### config.mk
export PLATFORM = sky130hd
export DESIGN_NAME = mult_div_unit_flat
export DESIGN_NICKNAME = d
export VERILOG_FILES = /design/src/rtl/mult_div_unit_if.sv /design/src/rtl/mult_div_unit.sv /design/src/flat_wrapper.sv
export SDC_FILE = /design/constraint.sdc
export NUM_CORES = 1
export LEC_CHECK = 0
export CORE_MARGIN = 2
export CORE_UTILIZATION = 57
export DETAILED_ROUTE_END_ITERATION = 12
export MAX_ROUTING_LAYER = met4
export PLACE_DENSITY = 0.78
export SLEW_MARGIN = 10
export SYNTH_ARGS = -nofsm -noshare
export SYNTH_HDL_FRONTEND = slang
export SYNTH_SLANG_ARGS = --single-unit
### constraint.sdc
create_clock -name clk -period 10.8 [get_ports clk]
set_input_delay 1.62 -clock clk [delete_from_list [all_inputs] [get_ports clk]]
set_output_delay 1.62 -clock clk [all_outputs]
set_load 0.05 [all_outputs]
### src/rtl/mult_div_unit_if.sv
// mult_div_unit_if
//   Request/response bundle between the execute stage and the iterative
//   multiply/divide unit.
//   master : execute stage (drives start/op/operands/flush, sees stall/done/result)
//   slave  : mult_div_unit
//   Signals:
//     start_E      request pulse
//     op_E[1:0]    00 multu, 01 mult, 10 divu, 11 div
//     srcA_E       multiplicand / dividend
//     srcB_E       multiplier / divisor
//     flush_E      abort in-flight or requested operation
//     multStall_E  busy / stall to hazard unit
//     done         one-cycle result-valid pulse
//     lo_E, hi_E   product low/high, or quotient/remainder
interface mult_div_unit_if #(
  parameter int width = 32
);
  logic             start_E;
  logic [1:0]       op_E;
  logic [width-1:0] srcA_E;
  logic [width-1:0] srcB_E;
  logic             flush_E;
  logic             multStall_E;
  logic             done;
  logic [width-1:0] lo_E;
  logic [width-1:0] hi_E;

  modport master (
    output start_E, op_E, srcA_E, srcB_E, flush_E,
    input  multStall_E, done, lo_E, hi_E
  );

  modport slave (
    input  start_E, op_E, srcA_E, srcB_E, flush_E,
    output multStall_E, done, lo_E, hi_E
  );
endinterface

### src/rtl/mult_div_unit.sv
// mult_div_unit
//   Iterative multiply/divide responder. A start accepted outside RUN spends
//   exactly `width` cycles in RUN (one multiplier/quotient bit per cycle), then
//   one cycle in DONE where `done` pulses. Results on hi_E/lo_E change only on
//   the RUN->DONE edge.
//   Ports:
//     clk    rising-edge clock
//     reset  asynchronous active-high reset, clears all state
//     bus    mult_div_unit_if.slave (start/op/operands/flush in,
//            stall/done/hi/lo out)
module mult_div_unit #(
  parameter int width = 32
) (
  input logic            clk,
  input logic            reset,
  mult_div_unit_if.slave bus
);

  localparam int CNT_W = (width > 1) ? $clog2(width) : 1;

  typedef enum logic [1:0] {
    S_IDLE = 2'd0,
    S_RUN  = 2'd1,
    S_DONE = 2'd2
  } state_t;

  state_t state_q, state_d;

  logic [CNT_W-1:0]   cnt_q, cnt_d;
  logic [2*width-1:0] acc_q, acc_d;
  logic [width-1:0]   opnd_q, opnd_d;
  logic               is_div_q, is_div_d;
  logic               neg_res_q, neg_res_d;
  logic               neg_rem_q, neg_rem_d;
  logic               dvz_q, dvz_d;
  logic [width-1:0]   orig_a_q, orig_a_d;
  logic [width-1:0]   hi_q, hi_d;
  logic [width-1:0]   lo_q, lo_d;

  logic               accept;
  logic               last_iter;
  logic               a_neg, b_neg;
  logic [width-1:0]   a_abs, b_abs;
  logic               stall;
  logic               done_o;

  // Conditional two's-complement negation of a single word.
  function automatic logic signed [width-1:0] cond_neg_w(
    input logic signed [width-1:0] v,
    input logic                    neg
  );
    return neg ? -v : v;
  endfunction

  // Conditional two's-complement negation over the full double word.
  function automatic logic signed [2*width-1:0] cond_neg_2w(
    input logic signed [2*width-1:0] v,
    input logic                      neg
  );
    return neg ? -v : v;
  endfunction

  // Shift-add: accumulator is {partial_product, remaining_multiplier}.
  // The multiplier LSB selects an add; the carry shifts into the top bit.
  function automatic logic [2*width-1:0] mul_step(
    input logic [2*width-1:0] acc,
    input logic [width-1:0]   mcand
  );
    logic [width:0] sum;
    sum = {1'b0, acc[2*width-1:width]} + (acc[0] ? {1'b0, mcand} : '0);
    return {sum, acc[width-1:1]};
  endfunction

  // Restoring division: accumulator is {remainder, dividend/quotient}.
  // The shifted remainder is width+1 bits; if its top bit is set it must
  // exceed any divisor, and the true difference then fits in width bits,
  // so a width-bit subtract is exact whenever the trial succeeds.
  function automatic logic [2*width-1:0] div_step(
    input logic [2*width-1:0] acc,
    input logic [width-1:0]   dvsr
  );
    logic [width-1:0] rem_lo;
    logic [width-1:0] diff;
    logic             fits;
    rem_lo = {acc[2*width-2:width], acc[width-1]};
    fits   = acc[2*width-1] | (rem_lo >= dvsr);
    diff   = rem_lo - dvsr;
    return fits ? {diff, acc[width-2:0], 1'b1}
                : {rem_lo, acc[width-2:0], 1'b0};
  endfunction

  // Final sign fix-up. Divide by zero bypasses the datapath result and
  // reports {original dividend, all ones} regardless of signedness.
  function automatic logic [2*width-1:0] fix_up(
    input logic [2*width-1:0] raw,
    input logic               div_op,
    input logic               neg_res,
    input logic               neg_rem,
    input logic               dvz,
    input logic [width-1:0]   orig_a
  );
    if (div_op) begin
      if (dvz) return {orig_a, {width{1'b1}}};
      return {cond_neg_w(raw[2*width-1:width], neg_rem),
              cond_neg_w(raw[width-1:0], neg_res)};
    end
    return cond_neg_2w(raw, neg_res);
  endfunction

  assign accept    = (state_q != S_RUN) & bus.start_E & ~bus.flush_E;
  assign last_iter = (cnt_q == CNT_W'(width - 1));

  // Magnitudes of the operands; the most-negative value maps onto itself,
  // which is the correct unsigned magnitude.
  assign a_neg = bus.op_E[0] & bus.srcA_E[width-1];
  assign b_neg = bus.op_E[0] & bus.srcB_E[width-1];
  assign a_abs = a_neg ? (-bus.srcA_E) : bus.srcA_E;
  assign b_abs = b_neg ? (-bus.srcB_E) : bus.srcB_E;

  // State register
  always_ff @(posedge clk or posedge reset) begin
    if (reset) begin
      state_q <= S_IDLE;
    end else begin
      state_q <= state_d;
    end
  end

  // Next-state logic
  always_comb begin
    state_d = state_q;
    case (state_q)
      S_IDLE:  if (accept) state_d = S_RUN;
      S_RUN: begin
        if (bus.flush_E)    state_d = S_IDLE;
        else if (last_iter) state_d = S_DONE;
      end
      S_DONE:  state_d = accept ? S_RUN : S_IDLE;
      default: state_d = S_IDLE;
    endcase
  end

  // Output logic; stall is combinational from start so the issuing
  // instruction stalls in its own cycle.
  always_comb begin
    stall  = (state_q == S_RUN) | accept;
    done_o = (state_q == S_DONE);
  end

  assign bus.multStall_E = stall;
  assign bus.done        = done_o;
  assign bus.hi_E        = hi_q;
  assign bus.lo_E        = lo_q;

  // Datapath next-value logic
  always_comb begin
    cnt_d     = cnt_q;
    acc_d     = acc_q;
    opnd_d    = opnd_q;
    is_div_d  = is_div_q;
    neg_res_d = neg_res_q;
    neg_rem_d = neg_rem_q;
    dvz_d     = dvz_q;
    orig_a_d  = orig_a_q;
    hi_d      = hi_q;
    lo_d      = lo_q;

    if (accept) begin
      cnt_d     = '0;
      is_div_d  = bus.op_E[1];
      neg_res_d = a_neg ^ b_neg;
      neg_rem_d = a_neg;
      dvz_d     = bus.op_E[1] & (bus.srcB_E == '0);
      orig_a_d  = bus.srcA_E;
      if (bus.op_E[1]) begin
        acc_d  = {{width{1'b0}}, a_abs};
        opnd_d = b_abs;
      end else begin
        acc_d  = {{width{1'b0}}, b_abs};
        opnd_d = a_abs;
      end
    end else if (state_q == S_RUN) begin
      cnt_d = cnt_q + 1'b1;
      acc_d = is_div_q ? div_step(acc_q, opnd_q) : mul_step(acc_q, opnd_q);
      if (last_iter && !bus.flush_E) begin
        {hi_d, lo_d} = fix_up(acc_d, is_div_q, neg_res_q, neg_rem_q,
                              dvz_q, orig_a_q);
      end
    end
  end

  // Datapath registers
  always_ff @(posedge clk or posedge reset) begin
    if (reset) begin
      cnt_q     <= '0;
      acc_q     <= '0;
      opnd_q    <= '0;
      is_div_q  <= 1'b0;
      neg_res_q <= 1'b0;
      neg_rem_q <= 1'b0;
      dvz_q     <= 1'b0;
      orig_a_q  <= '0;
      hi_q      <= '0;
      lo_q      <= '0;
    end else begin
      cnt_q     <= cnt_d;
      acc_q     <= acc_d;
      opnd_q    <= opnd_d;
      is_div_q  <= is_div_d;
      neg_res_q <= neg_res_d;
      neg_rem_q <= neg_rem_d;
      dvz_q     <= dvz_d;
      orig_a_q  <= orig_a_d;
      hi_q      <= hi_d;
      lo_q      <= lo_d;
    end
  end

endmodule

### src/flat_wrapper.sv
// flat-port wrapper written by rule: the top's interface ports become plain ports
module mult_div_unit_flat 
#(
  parameter int width = 32
)
  (clk, reset, bus_start_E, bus_op_E, bus_srcA_E, bus_srcB_E, bus_flush_E, bus_multStall_E, bus_done, bus_lo_E, bus_hi_E);
  mult_div_unit_if #(.width(width)) bus_i ();
  input logic clk;
  input logic reset;
  input wire logic [$bits(bus_i.start_E)-1:0] bus_start_E;
  input wire logic [$bits(bus_i.op_E)-1:0] bus_op_E;
  input wire logic [$bits(bus_i.srcA_E)-1:0] bus_srcA_E;
  input wire logic [$bits(bus_i.srcB_E)-1:0] bus_srcB_E;
  input wire logic [$bits(bus_i.flush_E)-1:0] bus_flush_E;
  output wire logic [$bits(bus_i.multStall_E)-1:0] bus_multStall_E;
  output wire logic [$bits(bus_i.done)-1:0] bus_done;
  output wire logic [$bits(bus_i.lo_E)-1:0] bus_lo_E;
  output wire logic [$bits(bus_i.hi_E)-1:0] bus_hi_E;
  assign bus_i.start_E = bus_start_E;
  assign bus_i.op_E = bus_op_E;
  assign bus_i.srcA_E = bus_srcA_E;
  assign bus_i.srcB_E = bus_srcB_E;
  assign bus_i.flush_E = bus_flush_E;
  assign bus_multStall_E = bus_i.multStall_E;
  assign bus_done = bus_i.done;
  assign bus_lo_E = bus_i.lo_E;
  assign bus_hi_E = bus_i.hi_E;
  mult_div_unit #(.width(width)) u_core (.clk(clk), .reset(reset), .bus(bus_i));
endmodule
# == Word-level counts from Yosys, hierarchy flattened ==
# Index checks and enable logic that the tools add are counted.
# word_totals
regBits,203
output_inout_bits,66
n_memories,0
wordCells,75
latch_bits,0
input_bits,70
rom_bits,0
ramBits,0
# op_classes
n_eq_ne,6
muxes,32
bitwise_logic,10
addsub,8
mul,0
magnitude_cmp,1
reduce_logical,7
div_mod_pow,0
n_shift,0
# ops
operator,n
two-way mux 64 bit,9
two-way mux 32 bit,7
negation 32 bit,4
negation 64 bit,1
adder 32 x 33 -> 33 bit,1
greater-or-equal comparator 32 bit,1
zero test 32 bit,1
subtractor 32 bit,1
two-way mux 1 bit,10
two-way mux 5 bit,2
two-way mux 2 bit,3
case mux 2 bit (3 select lines),1
"adder 5 x 1 -> 5 bit, second input constant",1
bitwise AND 1 bit,5
"equality test 5 bit, second input constant",1
"!= test 2 x 1 -> 1 bit, second input constant",2
"!= test 3 x 2 -> 1 bit, second input constant",1
AND reduction 3 bit,1
"equality test 2 x 1 -> 1 bit, second input constant",1
"equality test 2 bit, second input constant",1
zero test 2 bit,1
inverter 1 bit,2
bitwise OR 1 bit,2
AND reduction 2 bit,1
other kinds (4),4

# == Logic depth before layout (Yosys ltp) ==
# Gate-level depths: netlist of the first run.
# depth
word_depth,9
ltp_mapped,24
mapped_depth_nobuf,22

# == Worst setup path after synthesis of the first run ==
# OpenSTA, ideal clock, no wires.
# synth_timing
path_kind,register -> register
from,reg u_core.is_div_q
to,reg u_core.hi_q[26] (netlist: u_core.bus.hi_E[26])
arrival_time_ns,6.439
slack_ns,4.219
path_stages_with_launch,24
period_less_slack_ns,6.581
n_path_buf,9
cell_sequence,dfrtp_1 buf_4 buf_2 buf_2 buf_1 clkbuf_1 clkbuf_1 buf_1 buf_1 buf_1 mux2i_1 ha_1 o21ai_1 or4_1 or4_4 or2_1 nor2_2 nand4_1 nand2b_1 or4_1 o41ai_1 xor2_1 a22oi_1 a31oi_1
# synth_between
elab_chain_len,6
word_cells_on_any_way,12
classes_between,2 x add/sub; 10 x mux
# synth_rtl
item,line_no,text
"start, declared",mult_div_unit.sv:32,"logic is_div_q, is_div_d;"
"start signal, assigned",mult_div_unit.sv:209,is_div_q <= is_div_d;
two-way mux 64 bit,mult_div_unit.sv:184,"acc_d = is_div_q ? div_step(acc_q, opnd_q) : mul_step(acc_q, opnd_q);"
negation 32 bit,mult_div_unit.sv:52,return neg ? -v : v;
two-way mux 32 bit,mult_div_unit.sv:52,
two-way mux 64 bit,mult_div_unit.sv:104,"return {cond_neg_w(raw[2*width-1:width], neg_rem),"
two-way mux 64 bit,mult_div_unit.sv:102,if (div_op) begin
two-way mux 64 bit (*),mult_div_unit.sv:107,"return cond_neg_2w(raw, neg_res);"
"end signal, assigned",mult_div_unit.sv:214,hi_q <= hi_d;
"end, declared",mult_div_unit.sv:37,"logic [width-1:0] hi_q, hi_d;"
# Mark *: on every way between the ends. The rest lies on a longest branch, timed or not. The select of a mux whose other input is x is not followed.
# A chain may end at the register's enable or synchronous reset.

# == Final worst setup path of the first run ==
# layout_timing
from,reg u_core.acc_q[48]
to,reg u_core.hi_q[26] (netlist: u_core.bus.hi_E[26])
# layout_between
elab_chain_len,9
word_cells_on_any_way,13
classes_between,4 x add/sub; 1 x order compare; 7 x mux; 1 x bitwise
# layout_rtl
item,line_no,text
"start, declared",mult_div_unit.sv:30,"logic [2*width-1:0] acc_q, acc_d;"
"start signal, assigned",mult_div_unit.sv:196,acc_q <= '0;
"start signal, assigned",mult_div_unit.sv:207,acc_q <= acc_d;
greater-or-equal comparator 32 bit,mult_div_unit.sv:86,fits = acc[2*width-1] | (rem_lo >= dvsr);
bitwise OR 1 bit,mult_div_unit.sv:86,
two-way mux 64 bit,mult_div_unit.sv:88,"return fits ? {diff, acc[width-2:0], 1'b1}"
two-way mux 64 bit (*),mult_div_unit.sv:184,
negation 32 bit,mult_div_unit.sv:52,
two-way mux 32 bit,mult_div_unit.sv:52,
two-way mux 64 bit,mult_div_unit.sv:104,
two-way mux 64 bit,mult_div_unit.sv:102,
two-way mux 64 bit (*),mult_div_unit.sv:107,
# Marks and branches as above.

==> out/summary.log, run 1 <==
[yosys] count of state elements after synthesis 203
[critical_path] Reg-to-Reg End u_core.bus.hi_E[26]
[finish] count of placed standard cells in the final layout, fillers left out 2712
[drt] # DRC 0
[global_route] Most Used Layer, Global Route met2
[global_route] pin count of the biggest net entering global routing 131
[critical_path] count of cells along the worst register-to-register path 20
[finish] number of nets in the layout 2442
[yosys] total number of yosys warnings 0
[yosys] async set or reset register ratio after synthesis 100.0%
[yosys] netlist area before placement 17300 um^2
[critical_path] required time at the endpoint of the critical path 11.19 ns
[outcome] run status finished clean
[critical_path] kind of critical path flop to flop
[clock_network] hold_buf cts 0
[yosys] Synth Flop Type dfrtp_1
[clock_network] clock sinks 203
[global_route] number of antenna violations at the first check in global routing 5
[clock_network] Reg clk slew, reported paths 0.07 ns
[yosys] cell accounting for the most synthesized area dfrtp_1
[drt] final routed wirelength across all metal layers 68180 um
[die] horizontal extent of the die 178.2 um
[critical_path] type of destination of the critical path flop
[clock_network] buffers from clock root to sink, at most 3
[yosys] number of standard cells after synthesis 2238
[global_route] wire length of the first global-routing pass 101900 um
[finish] Core Util, Final 65.95%
[finish] layout cell share with drive strength beyond 1 5.654%
[drt] final antenna-violating net count 0
[yosys] count of unique library cells instantiated by Yosys 95
[sta] Final Hold Violating Endpoints 0
[place] weighted congestion at the end of routability-driven global placement 1.038
[die] Total Die Area 31750 um^2
[critical_path] critical-path maximum fanout 21
[worst_hold_path] type of the tightest min-delay check flop to flop
[pwr] share of power burned in registers 20.6%
[yosys] nets in the synthesized netlist 2380
[clock_network] root cell of the clock tree clkbuf_16
[yosys] top cells by count, synth nand2_1 (328), nor2_1 (222), o21ai_0 (216)
[critical_path] slack of the worst reg-to-reg path 3.36 ns
[global_route] GRT Resource Usage Total 43.94%
[yosys] sequential element share of the synthesized area 29.37%
[sta] Setup TNS Final 0 ns
[global_route] Overflow after GRT 0
[sta] Max Freq 134.5 MHz
[drt] average routed wire per standard cell 25.14 um
[critical_path] start point of the critical path u_core.acc_q[48]
[finish] number of fillers in the final layout 2559
[sta] clock period minus worst slack 7.437 ns
[sta] max_slew headroom 8.390%
[place] DP HPWL 51280 um
[sta] fin crit share 68.86%
[global_route] met3 layer usage reported by global route 7.864%
[die] number of rows in the core area 63
[global_route] met2 demand-to-capacity share in global routing 66.84%
[job] max-cap check violation count 0
[pwr] Peak supply drop 0.1598 mV
[global_route] via count of the first global-routing pass 16847
[pwr] Leakage Power 8.153 nW
[yosys] leading cell types by total area after synthesis dfrtp_1 (29%), nand2_1 (7.1%), o21ai_0 (6.3%)
[die] number of ports placed on the die boundary 136
[critical_path] data arrival time at the worst-slack endpoint 7.83 ns
[sta] setup repair after global routing missed its margin false
[drt] number of DRC markers in iteration 0 2183
[clock_network] TritonCTS Buffers 24
[global_route] GRT met1 Usage 54.95%
[die] die boundary height 178.2 um
[place] count of port buffers added during placement 135
[sta] final setup violation count 0
[yosys] Synth top area share 29.37%
[drt] drt via density 6.648
[pwr] power spent charging and discharging nets 2.686 mW
[sta] max-slew violation total from the final report 0
[finish] area growth from synthesis to layout 13.61%
[sta] Clock Skews 0.03875 ns
[drt] first drt pass iteration count 6
[die] Core Region 29800 um^2
[pwr] total power density per cell area 265.0 nW/um^2
[drt] total vias in the final route 18030
[yosys] EDFF count, synth 0
[clock_network] deepest level of the CTS H-tree 1
[pwr] Internal 2.521 mW
[die] initial core utilization 58.05%
[critical_path] end point of the critical path u_core.bus.hi_E[26]
[place] number of placed cells counting well taps 2664
[clock_network] Setup Buffers After CTS 0
[pwr] share of total power consumed by net switching 51.59%
[clock_network] post-CTS resize count 0
[clock_network] clock latency of the later-clocked register in the worst-skew pair 0.55 ns
[pwr] Power Total 5.208 mW
[critical_path] worst r2r src u_core.acc_q[48]
[pwr] Clk pwr share 16.0%
[pwr] combinational cell fraction of total power 63.4%
[critical_path] Setup crit start kind flop
[yosys] synthesized area per cell 7.729 um^2
[yosys] count leader, synth nand2_1
[sta] pin slew with the least headroom to its limit 1.363 ns
[clock_network] TritonCTS clock tree done
==> placed cells by master, fill, tap and decap left out, types with 17 or more instances in the layout <==
master	synthesis	layout
and2_1	41	41
clkbuf_16	0	24
o211ai_1	25	25
a21o_1	21	21
nor4_1	17	17
inv_1	71	70
or3_1	18	18
buf_4	3	22
dfrtp_1	203	202
nor3_1	39	39
nor2_1	222	218
a211oi_1	17	17
mux2i_1	47	47
ha_1	70	70
nand3_1	33	33
clkdlybuf4s50_1	0	134
xor2_1	72	72
o21ai_0	216	216
a31oi_1	23	23
nand4_1	20	20
nand2_1	328	327
a22o_1	18	18
nand2b_1	27	26
xnor2_1	118	118
o31ai_1	24	23
a21oi_1	195	195
==> metal layers <==
metal,wire length [um],up-vias
li1,-,8130
met1,26370,8627
met2,30280,1071
met3,6693,202
met4,4828,0
met5,0,-
==> how the worst min path moves through the flow <==
| stage | depth (start not counted) | start | to |
|---|---|---|---|
| finish | 2 | u_core.bus.hi_E[31] | u_core.bus.hi_E[31] |
| global route | 2 | u_core.orig_a_q[31] | u_core.orig_a_q[31] |
| CTS | 2 | u_core.orig_a_q[20] | u_core.orig_a_q[20] |
| detailed placement | 2 | u_core.orig_a_q[22] | u_core.orig_a_q[22] |
| global placement | 2 | u_core.orig_a_q[13] | u_core.orig_a_q[13] |
| floorplan | 2 | u_core.orig_a_q[13] | u_core.orig_a_q[13] |
==> flip-flops by register name, indices dropped and copies added, names as in the netlist <==
register          flops
u_core.acc_q         64
u_core.state_q        2
u_core.cnt_q          5
u_core.orig_a_q      32
u_core.bus.lo_E      32
u_core.neg_rem_q      1
u_core.bus.hi_E      32
u_core.opnd_q        32
u_core.neg_res_q      1
u_core.is_div_q       1
u_core.dvz_q          1
==> logic make-up after synthesis <==
group	share of synthesized area (%)
xor gates and xnor gates	9.621
buffers and inverters	4.369
muxes	3.190
and+or+nand+nor	22.41
DFF	29.37
AOI/OAI and AO/OA	25.75
adders and majority gates	5.295
==> through the flow <==
step / hold slack, ns / setup slack, ns / area [um^2]
after floorplan: 0.4369 / 3.641 / 17300
after global placement: 0.4543 / 3.730 / 18850
after detailed placement: 0.4637 / 3.516 / 18850
after CTS: 0.4815 / 3.493 / 19640
after global routing: 0.5062 / 2.896 / 19650
final: 0.4767 / 3.363 / 19650
==> critical path, stage by stage (launching register included) <==
cell and delay (ns):
dfrtp_1 0.44, ha_1 0.37, a21oi_1 0.26, o21ai_1 0.14, a21o_1 0.24, o311ai_4 0.54
nand3_2 0.70, mux2i_2 0.68, ha_1 0.27, o21ai_1 0.13, or4_1 0.54, or4_4 0.55
or2_1 0.29, nor2_2 0.22, nand4_1 0.19, nand2b_1 0.30, or4_1 0.61, o41ai_1 0.39
xor2_1 0.11, a22oi_1 0.22, a31oi_1 0.11
==> cell type report <==
cell class / instances / area (um^2) / area share, %
multi-input cells: 1842 / 11490 / 58.47
flip-flops and latches: 203 / 5084 / 25.87
repair buffers: 156 / 1506 / 7.666
clock buffers: 33 / 674.4 / 3.432
well taps: 390 / 488.0 / 2.483
inverters: 73 / 281.5 / 1.433
clock inverters: 10 / 113.9 / 0.5794
diodes: 5 / 12.51 / 0.06367
==> power by group through the flow <==
stage | logic, mW | registers, mW | clock network, mW
6_report | 3.30 | 1.07 | 0.834
5_1_grt | 3.52 | 1.09 | 0.871
4_1_cts | 3.20 | 1.06 | 0.838
3_5_place_dp | 3.18 | 1.07 | 0
3_3_place_gp | 3.17 | 1.06 | 0
2_1_floorplan | 2.28 | 1.01 | 0
Power figures use the tool's default switching activity.
==> run 2: changes to the inputs <==
- CORE_UTILIZATION: 57 -> 55
- PLACE_DENSITY: 0.78 -> 0.79
- clock period: 10.8 -> 6.1 ns (I/O delays scaled with it)
==> run 2 against run 1 <==
Net effect:
- final area up 2.2%
- largest cell class unchanged
- clock power up 93%
- sequential cell count unchanged
- total power up 85%
- setup slack worse by 3.1 ns
- largest power group unchanged
==> out/summary.log, run 2 (synthesized netlist as in run 1, its figures left out) <==
[place] number of placed cells counting well taps 2708 [+1.7%]
[die] initial core utilization 56.25% [-1.8 points]
[global_route] number of antenna violations at the first check in global routing 5 [unchanged]
[clock_network] root cell of the clock tree clkbuf_16
[outcome] run status finished clean
[drt] number of DRC markers in iteration 0 2336 [+7.0%]
[drt] drt via density 6.658 [+0.15%]
[place] count of port buffers added during placement 135 [unchanged]
[global_route] via count of the first global-routing pass 17564 [+4.3%]
[drt] # DRC 0 [unchanged]
[critical_path] required time at the endpoint of the critical path 6.49 ns [-4.70 ns]
[sta] final setup violation count 0 [unchanged]
[clock_network] buffers from clock root to sink, at most 3 [unchanged]
[pwr] Leakage Power 8.390 nW [+2.9%]
[critical_path] kind of critical path flop to flop
[die] horizontal extent of the die 181.3 um [+1.8%]
[die] number of rows in the core area 64 [+1.6%]
[critical_path] cells traversed along the worst timing path ha_1 -> a21oi_1 -> o21ai_0 -> a211oi_1 -> and2_1 -> nand3_4 -> mux2i_2 -> ha_1 -> o21ai_1 -> or4_1 -> or4_4 -> or2_1 -> nor2_2 -> nand4_1 -> nand2b_1 -> or4_1 -> o41ai_2 -> xor2_1 -> a22oi_1 -> a31oi_1
[critical_path] Setup crit start kind flop
[drt] total vias in the final route 18350 [+1.8%]
[critical_path] critical-path maximum fanout 7 [-67%]
[critical_path] slowest stage delay, CP 0.63 ns [-0.07 ns]
[sta] Max Freq 171.4 MHz [+27%]
[drt] final antenna-violating net count 0 [unchanged]
[clock_network] clock latency of the later-clocked register in the worst-skew pair 0.55 ns [about the same]
[drt] final routed wirelength across all metal layers 70520 um [+3.4%]
[global_route] wire length of the first global-routing pass 106800 um [+4.8%]
[finish] number of flip-flops under the largest register name 64 [unchanged]
[place] DP HPWL 53500 um [+4.3%]
[finish] area growth from synthesis to layout 16.11%
[die] Total Die Area 32880 um^2 [+3.6%]
[finish] number of nets in the layout 2481 [+1.6%]
[die] Core Region 30750 um^2 [+3.2%]
[finish] count of placed standard cells in the final layout, fillers left out 2756 [+1.6%]
[finish] most frequent standard cell in the layout excluding fill and tap cells nand2_1
[sta] Final Hold Violating Endpoints 0 [unchanged]
[clock_network] TritonCTS Buffers 25 [+4.2%]
[drt] first drt pass iteration count 6 [unchanged]
[clock_network] Reg clk slew, reported paths 0.06 ns [about the same]
[clock_network] TritonCTS clock tree done
[critical_path] data arrival time at the worst-slack endpoint 6.22 ns [-1.61 ns]
[worst_hold_path] type of the tightest min-delay check flop to flop
[clock_network] clock sinks 203 [unchanged]
[finish] cell area after layout 20080 um^2 [+2.2%]
[sta] max_slew headroom 20.07% [+12 points]
[global_route] GRT Resource Usage Total 43.84% [-0.099 points]
[global_route] Overflow after GRT 0 [unchanged]
[clock_network] deepest level of the CTS H-tree 1 [unchanged]
[die] number of ports placed on the die boundary 136 [unchanged]
[drt] average routed wire per standard cell 25.59 um [+1.8%]
[sta] max-slew violation total from the final report 0 [unchanged]
[clock_network] hold_buf cts 0 [unchanged]
[sta] clock period minus worst slack 5.834 ns [-1.603 ns]
[pwr] Peak supply drop 0.3082 mV [+93%]
[job] max-cap check violation count 0 [unchanged]
[finish] Core Util, Final 65.31% [-0.64 points]
[finish] layout cell share with drive strength beyond 1 7.552% [+1.9 points]
[critical_path] type of destination of the critical path flop
[sta] pin slew with the least headroom to its limit 1.193 ns [-0.1691 ns]
[pwr] total power density per cell area 480.9 nW/um^2 [+81%]
[global_route] pin count of the biggest net entering global routing 123 [-6.1%]
[sta] Clock Skews 0.01178 ns [-0.02697 ns]
[critical_path] critical-path cell with the highest stage delay or4_1
[finish] Reg with most FFs u_core.acc_q
[finish] highest-count cells in the layout ignoring fill and taps nand2_1 (327), nor2_1 (218), o21ai_0 (216)
[die] die boundary height 181.3 um [+1.8%]
[place] weighted congestion at the end of routability-driven global placement 1.033 [-0.53%]
[place] placed standard-cell area 19160 um^2 [+1.6%]
[sta] fin crit share 95.65% [+27 points]
==> run 2: changes by cell type in the layout (fill, tap and decap cells not counted), sizes merged <==
cell	before	now
clkinv	8	5
inv	72	73
buf	22	60
diode	5	3
clkbuf	33	36
bufinv	2	3
==> run 2: timing repair <==
item	in CTS	in global routing
buffers inserted	0	0
endpoints found under the setup margin	0	2
resized for setup	0	6
==> run 2: final cells by class <==
type	count	area (um^2)
antenna	3	7.507
clock buffer	36	757.0
clock inverter	9	127.6
fill	2680	10670
inverter	73	277.8
multi-input combinational	1842	11520
sequential	203	5084
tap	396	495.5
timing repair buffer	194	1814
==> run 2: critical path: cells and delay by family (launching register included) <==
kind | cells | cell delay, ns
AOI/OAI and AO/OA | 7 | 1.38
DFF | 1 | 0.42
adders and majority gates | 2 | 0.57
and+or+nand+nor | 9 | 2.94
muxes | 1 | 0.23
xor gates and xnor gates | 1 | 0.12
==> run 2: path summary, 6_finish.rpt <==
kind	from	endpoint	slack [ns]	cells past startpoint
min in group asynchronous	reset	u_core.bus.hi_E[30]	0.70	2
hold reg to reg	u_core.bus.hi_E[10]	u_core.bus.hi_E[10]	0.48	1
hold / removal	u_core.bus.hi_E[10]	u_core.bus.hi_E[10]	0.48	1
setup reg to reg	u_core.acc_q[56]	u_core.bus.hi_E[26]	0.27	20
setup / recovery	u_core.acc_q[56]	u_core.bus.hi_E[26]	0.27	20
max in group asynchronous	reset	u_core.is_div_q	3.95	3
==> run 2: metrics by stage <==
step                setup slack [ns]  hold WS, ns  TNS (ns)  total power [mW]
floorplan                    -0.1471       0.4369   -0.1471             5.825
global placement              0.3199       0.4603         0             7.727
detailed placement            0.1807       0.4662         0             7.789
CTS                           0.1464       0.4806         0             9.438
global route                -0.03778       0.5087  -0.03778             10.13
finish                        0.2656       0.4795         0             9.659
==> run 2: power breakdown <==
group	internal (mW)	switching (mW)	total [mW]
combinational	2.18	3.97	6.15
clock	0.985	0.624	1.61
sequential	1.59	0.308	1.90
total	4.76	4.90	9.66
==> run 2: routing by layer <==
layer	track usage, %	wire, um
met5	-	0
met4	28.94	5691
met3	8.809	6728
met2	66.64	31090
met1	52.93	27010
